[src/rtl/enc_top.sv]
// enc_top: dual-channel incremental-encoder edge counter with arm/index gating.
// Optional `ENC_INPUT_SYNC_EN selects a two-flop input synchronizer (one stage otherwise).
`timescale 1ns/1ps
`default_nettype none

module enc_cnt #(
  parameter int CNT_W = 64
) (
  input  logic             clk_i,
  input  logic             rst_i,
  input  logic             arm_i,
  input  logic             a_rise_i,
  input  logic             z_rise_i,
  output logic [CNT_W-1:0] cnt_o,
  output logic             overflow_o,
  output logic             ready_o
);

  typedef enum logic [1:0] {IDLE = 2'd0, WAIT_Z = 2'd1, ACTIVE = 2'd2} state_t;

  state_t             state_q, state_d;
  logic [CNT_W-1:0]   cnt_q, cnt_d;
  logic               ovf_q, ovf_d;
  logic               rdy_q, rdy_d;
  logic               w_stm_active;

  assign w_stm_active = (state_q == ACTIVE);

  always_ff @(posedge clk_i or posedge rst_i) begin
    if (rst_i) begin
      state_q <= IDLE;
      cnt_q   <= '0;
      ovf_q   <= 1'b0;
      rdy_q   <= 1'b0;
    end else begin
      state_q <= state_d;
      cnt_q   <= cnt_d;
      ovf_q   <= ovf_d;
      rdy_q   <= rdy_d;
    end
  end

  always_comb begin
    state_d = state_q;
    cnt_d   = cnt_q;
    ovf_d   = ovf_q;
    rdy_d   = 1'b0;
    case (state_q)
      IDLE: begin
        // Count and flag survive disarm for readout; they are cleared only on re-arm.
        if (arm_i) begin
          state_d = WAIT_Z;
          cnt_d   = '0;
          ovf_d   = 1'b0;
        end
      end
      WAIT_Z: begin
        if (!arm_i)        state_d = IDLE;
        else if (z_rise_i) state_d = ACTIVE;
      end
      ACTIVE: begin
        if (!arm_i) state_d = IDLE;
      end
      default: state_d = IDLE;
    endcase
    if (w_stm_active && arm_i && a_rise_i) begin
      cnt_d = cnt_q + {{(CNT_W-1){1'b0}}, 1'b1};
      rdy_d = 1'b1;
      if (&cnt_q) ovf_d = 1'b1;
    end
  end

  assign cnt_o      = cnt_q;
  assign overflow_o = ovf_q;
  assign ready_o    = rdy_q;

endmodule

module enc_top #(
  parameter int CNT_W = 64
) (
  input  logic             CLK,
  input  logic             RST,
  input  logic             I_ARM,
  input  logic             I_SEL,
  input  logic             I_A0,
  input  logic             I_A1,
  input  logic             I_Z0,
  input  logic             I_Z1,
  output logic             O_A0,
  output logic             O_A1,
  output logic             O_Z0,
  output logic             O_Z1,
  output logic             O_SEL,
  output logic [CNT_W-1:0] O_CNT_A0,
  output logic [CNT_W-1:0] O_CNT_A1,
  output logic             O_OVERFLOW_0,
  output logic             O_OVERFLOW_1,
  output logic             O_READY_0,
  output logic             O_READY_1
);

`ifdef ENC_INPUT_SYNC_EN
  localparam int SYNC_DEPTH = 2;
`else
  localparam int SYNC_DEPTH = 1;
`endif

  // Bit order: {Z1, Z0, A1, A0, SEL, ARM}
  logic [5:0] sync_q [SYNC_DEPTH];
  logic [3:0] prev_q;
  logic [5:0] w_in;
  logic [5:0] w_sync;
  logic [3:0] w_rise;

  assign w_in   = {I_Z1, I_Z0, I_A1, I_A0, I_SEL, I_ARM};
  assign w_sync = sync_q[SYNC_DEPTH-1];
  assign w_rise = w_sync[5:2] & ~prev_q;

  always_ff @(posedge CLK or posedge RST) begin
    if (RST) begin
      for (int i = 0; i < SYNC_DEPTH; i++) sync_q[i] <= '0;
      prev_q <= '0;
    end else begin
      sync_q[0] <= w_in;
      for (int i = 1; i < SYNC_DEPTH; i++) sync_q[i] <= sync_q[i-1];
      prev_q <= w_sync[5:2];
    end
  end

  assign O_SEL = w_sync[1];
  assign O_A0  = w_sync[2];
  assign O_A1  = w_sync[3];
  assign O_Z0  = w_sync[4];
  assign O_Z1  = w_sync[5];

  enc_cnt #(.CNT_W(CNT_W)) ENC_CNT0 (
    .clk_i      (CLK),
    .rst_i      (RST),
    .arm_i      (w_sync[0]),
    .a_rise_i   (w_rise[0]),
    .z_rise_i   (w_rise[2]),
    .cnt_o      (O_CNT_A0),
    .overflow_o (O_OVERFLOW_0),
    .ready_o    (O_READY_0)
  );

  enc_cnt #(.CNT_W(CNT_W)) ENC_CNT1 (
    .clk_i      (CLK),
    .rst_i      (RST),
    .arm_i      (w_sync[0]),
    .a_rise_i   (w_rise[1]),
    .z_rise_i   (w_rise[3]),
    .cnt_o      (O_CNT_A1),
    .overflow_o (O_OVERFLOW_1),
    .ready_o    (O_READY_1)
  );

endmodule

`default_nettype wire

[config.mk]
export PLATFORM = sky130hd
export DESIGN_NAME = enc_top
export DESIGN_NICKNAME = d
export VERILOG_FILES = /design/src/rtl/enc_top.sv
export SDC_FILE = /design/constraint.sdc
export NUM_CORES = 1
export LEC_CHECK = 0
export CORE_MARGIN = 2
export CORE_UTILIZATION = 30
export CTS_CLUSTER_DIAMETER = 200
export DETAILED_ROUTE_END_ITERATION = 12
export DONT_BUFFER_PORTS = 1
export PLACE_DENSITY = 0.5
export SYNTH_ARGS = -nofsm -noshare
export SYNTH_HDL_FRONTEND = slang
export SYNTH_HIERARCHICAL = 1
export SYNTH_SLANG_ARGS = --single-unit
export TNS_END_PERCENT = 100
[constraint.sdc]
create_clock -name CLK -period 3.6 [get_ports CLK]
set_clock_uncertainty 0.1 [all_clocks]
set_input_delay 0.9 -clock CLK [delete_from_list [all_inputs] [get_ports CLK]]
set_output_delay 0.9 -clock CLK [all_outputs]
set_load 0.02 [all_outputs]
* After elaboration in Yosys (flattened, before gate mapping)
Index checks and enable logic that the tools add are counted.
** Storage, ports and cells
- Register bits after elaboration :: 146
- Input bits :: 8
- Logic and storage cells :: 63
** Cells by class
- Add/sub/neg operators :: 2
- Eq/ne operators :: 10
- Muxes and demuxes :: 23
- Bitwise operators :: 2
- Reductions and logical operators :: 16
** Operators with widths (count)
- two-way mux 64 bit :: 5
- adder 64 x 1 -> 64 bit, second input constant :: 2
- AND reduction 64 bit :: 2
- two-way mux 2 bit :: 6
- one-hot mux 2 bit (3 select lines) :: 2
- two-way mux 1 bit :: 10
- inequality test 2 bit, second input constant :: 4
- nonzero test 2 bit :: 4
- inequality test 3 bit, second input constant :: 2
- AND reduction 3 bit :: 2
- bitwise AND 4 bit :: 1
- equality test 2 x 1 -> 1 bit, second input constant :: 2
- equality test 2 bit, second input constant :: 2
- logical AND 1 bit :: 4
- logical NOT 2 bit :: 2
- inverter 4 bit :: 1
- AND reduction 2 bit :: 2

* Depth between registers and ports, before layout
- Depth in word-level cells :: 5
- Depth in mapped cells :: 8

* Cells and area by module
Netlist, hierarchy kept.
** By module, submodules not included
- enc_cnt at ENC_CNT0 :: instances 1, cells each 407, area each 3681.0 µm², sequential area each 1701.6 µm²
- enc_cnt at ENC_CNT1 :: instances 1, cells each 398, area each 3633.5 µm², sequential area each 1701.6 µm²
- enc_top :: instances 1, cells each 15, area each 309.0 µm², sequential area each 250.2 µm²

* Worst setup path after synthesis
No wires, ideal clock.
- Kind :: reg2reg
- Start point :: register ENC_CNT1.cnt_q[0] (netlist: ENC_CNT1/cnt_o[0])
- End point :: register ENC_CNT1.cnt_q[40] (netlist: ENC_CNT1/cnt_o[40])
- Setup time :: 0.078 ns
- Arrival time :: 2.646 ns
- Data required time :: 3.422 ns
- Path slack :: 0.776 ns
- Stages on the path, launching flop included :: 8
- Path buffers :: 1
- Period minus slack after synthesis :: 2.824 ns
- Cells stage by stage :: dfrtp_1 -> ha_1 -> nand3_1 -> or4_1 -> buf_2 -> or4b_4 -> or4_1 -> a21oi_1
** Between the ends
- Longest elaborated chain between the ends :: 2
** Ends and longest elaborated chain
- start: declaration :: RTL line 22 : logic [CNT_W-1:0] cnt_q, cnt_d;
- start signal: assignment :: RTL line 37 : cnt_q <= cnt_d;
- adder 64 x 1 -> 64 bit :: RTL line 67 : cnt_d = cnt_q + {{(CNT_W-1){1'b0}}, 1'b1};
- two-way mux 64 bit :: RTL line 66 : if (w_stm_active && arm_i && a_rise_i) begin
Every way passes these cells.
A chain may end at the register's enable or synchronous reset.

* Worst setup path in the final report
- Start point :: register ENC_CNT1.cnt_q[2] (netlist: ENC_CNT1/cnt_o[2])
- End point :: register ENC_CNT1.cnt_q[40] (netlist: ENC_CNT1/cnt_o[40])
The elaborated chain is that of the path after synthesis.

==> impl_metrics.csv <==
group,metric,value,unit
run_status,run_status,"complete, no violations",
setup_path,crit_path_frequent_cell,"or4_1",
yosys,muxShareOfSynthArea,0.00656,
cts,worstSkewPairLatency,0.42,ns
cells_and_area,final_nets,844,
cts,cts.sinks,146,
worst_hold_path,min_path_type,"primary input to async pin",
timing,rsz0062_at_grt,"false",
setup_path,crit_slowest_cell,"or4_1",
setup_path,endpoint_kind,"flop",
floorplan,io_pins,145,
yosys,synth_edf_count,0,
placed_design,gp_congestion,0.817,
yosys,synth.avg_cell_area,9.30,um^2
flow_run,maxCapViolations,0,
yosys,synth_top_family_by_area,"simple AND/OR/NAND/NOR gates",
yosys,yosysUniqueCellTypes,44,
route,drt_iter0_drc,299,
setup_path,critPathMaxFanout,7,
yosys,synth-main-ff-cell,"dfrtp_1",
yosys,synthesis.area,7620,um^2
route,drc_errors,0,
cts,cts_root_buf,"clkbuf_16",
placed_design,place_ws,0.673,ns
route,drt-wirelength-per-cell,19.0,um
cts,clock_path_buffers,2,
floorplan,rows,58,
route,via_per_inst,5.44,
grt,grt_overflow_total,0,
timing,finalCriticalPeriod,2.94,ns
setup_path,path_buf_inv,0,
yosys,synth_seq_cells,146,
cts,cts_tree,"yes",
grt,grt_pass1_wl,36100,um
floorplan,initial_core_util,0.304,
floorplan,chipWidth,163,um
yosys,synth_xor_area_frac,0.0586,
cts,cts_hold_buf,0,
cts,clk_pin_slew,0.07,ns
floorplan,die_h,163,um
yosys,netlist_instances,820,
setup_path,path_cells,"nand3_1 > or4_1 > or4b_4 > or4_1 > a21oi_1",
cells_and_area,mostFrequentLayoutCells,"146 x dfrtp_1, 82 x nor2_1, 62 x nand2_1",
timing,slew_viol_final,0,
timing,hold_viol,0,
cts,ctsResizeCount,0,
setup_path,start_kind,"flop",
timing,final.setup.worst_slack,0.663,ns
cts,cts_made_buffers,17,
cells_and_area,finalInstanceArea,8710,um^2
route,drtPass1Iterations,4,
cts,cts_setup_buffers,0,
grt,grt_pass1_vias,6350,
setup_path,path_class,"flop to flop",
floorplan,dieArea,26700,um^2
route,routed_wl,22300,um
cells_and_area,area_growth,14.3,%
route,vias,6402,
placed_design,portBuffers,0,
setup_path,cp.depth,5,
power_and_ir_drop,total_power,3.55,mW
yosys,yosys.area_share.adder,0.00328,
cts,ctsHtreeMaxLevel,4,
setup_path,cp.required,3.84,ns
yosys,ys_warn_count,6,
timing,slew_headroom,0.500,
cells_and_area,final_layout_size_suffix_gt1_frac,0.0933,
yosys,synth-compound-area-share,0.117,
route,antenna_left,0,
setup_path,cp_slowest_stage_delay,0.66,ns
placed_design,dpl.hpwl,16100,um
power_and_ir_drop,powerDensity,407,nW/um^2
cells_and_area,layoutNonFillerInstCount,1177,
cells_and_area,num_antenna_cells,0,
grt,grt_max_degree,50,
placed_design,placedCellCount,1145,
setup_path,rr_worst_depth,5,
yosys,synth_nets,830,
yosys,synth-simple-area-share,0.311,
power_and_ir_drop,power_leakage,3.32,nW
cells_and_area,final_common_cell,"dfrtp_1",
timing,worstMarginPinSlew,0.744,ns
timing,post-route-period-util,0.816,
yosys,ys_seq_area_frac,0.479,
setup_path,path_delay_family,"simple AND/OR/NAND/NOR gates",
timing,setup_tns,0,ns
yosys,async_flop_share,1.00,
floorplan,fp.coreArea,25000,um^2
setup_path,crit_arrival,3.18,ns
placed_design,placed_area,8130,um^2
timing,finalSetupViolations,0,
grt,antenna_found_initial,0,
grt,grt_use_total,0.170,
power_and_ir_drop,ir_worst_vdd,0.196,mV
timing,fmax,340,MHz
cell families after synthesis:
logic type	after synthesis
AO/OA/AOI/OAI	145
XOR/XNOR	51
adder cells (fa/ha/maj)	2
buffers and inverters	49
flip-flops	146
multiplexers	5
AND/OR/NAND/NOR	422
Yosys cell counts (all sizes together) (2+ instances only):
| cell type | n | share of area |
|---|---|---|
| nor4 | 31 | 0.026 |
| buf | 5 | 0.0031 |
| nand4b | 3 | 0.0034 |
| or4 | 50 | 0.051 |
| clkbuf | 25 | 0.012 |
| o31a | 5 | 0.0057 |
| and4 | 4 | 0.0046 |
| o21a | 5 | 0.0049 |
| or3 | 26 | 0.021 |
| nor3 | 12 | 0.0079 |
| and3 | 11 | 0.0090 |
| o21ai | 25 | 0.016 |
| dfrtp | 146 | 0.48 |
| nor2 | 84 | 0.041 |
| xnor2 | 25 | 0.029 |
| and2 | 7 | 0.0057 |
| inv | 19 | 0.0094 |
| a21oi | 58 | 0.038 |
| ha | 2 | 0.0033 |
| a31oi | 4 | 0.0033 |
| a22o | 2 | 0.0023 |
| mux2i | 5 | 0.0066 |
| or2 | 5 | 0.0041 |
| o31ai | 40 | 0.039 |
| nand4 | 57 | 0.050 |
| nand2 | 62 | 0.031 |
| nand2b | 8 | 0.0075 |
| nor2b | 7 | 0.0097 |
| a41o | 3 | 0.0039 |
| xor2 | 26 | 0.030 |
| nand3 | 53 | 0.035 |
routing by layer:
| layer | track usage | routed length, um |
|---|---|---|
| met5 | 0 | 0 |
| met4 | 0.0471 | 286 |
| met3 | 0.0508 | 1590 |
| met2 | 0.286 | 10600 |
| met1 | 0.212 | 9820 |
area by class of cell:
type                       instances  area (um^2)
fill                            2599        16300
multi-input combinational        625         3800
sequential                       146         3650
clock buffer                      18          439
tap                              330          413
timing repair buffer              25          200
clock inverter                    14          139
inverter                          19         71.3
sequential cells by signal, summed over array words and instances (netlist names):
| register | flops |
|---|---|
| ENC_CNT0/ready_o | 1 |
| ENC_CNT1/state_q | 2 |
| ENC_CNT1/overflow_o | 1 |
| ENC_CNT1/ready_o | 1 |
| ENC_CNT0/overflow_o | 1 |
| ENC_CNT1/cnt_o | 64 |
| sync_q | 6 |
| prev_q | 4 |
| ENC_CNT0/cnt_o | 64 |
| ENC_CNT0/state_q | 2 |
worst paths after layout:
kind / from / to / slack [ns]
worst max-delay path: ENC_CNT1/cnt_o[2] / ENC_CNT1/cnt_o[40] / 0.66
worst min-delay path: RST / prev_q[2] / 0.24
worst max register to register: ENC_CNT1/cnt_o[2] / ENC_CNT1/cnt_o[40] / 0.66
worst min register to register: sync_q[3] / prev_q[1] / 0.45
max in group asynchronous: RST / ENC_CNT0/cnt_o[35] / 2.35
min in group CLK: I_A0 / sync_q[2] / 0.41
power by group:
part           switching (mW)  internal, mW  total (mW)  leakage, nW
sequential             0.0153          1.65        1.66         2.01
combinational          0.0863        0.0244       0.111         1.02
clock                   0.831         0.941        1.77        0.283
stage by stage:
stage                     utilization  hold slack [ns]
final                           0.348            0.240
after global routing            0.348            0.260
after CTS                       0.348            0.236
after detailed placement        0.325            0.441
after global placement          0.325            0.442
after floorplan                     -            0.405
No activity file was read; power rests on OpenSTA's default activity.
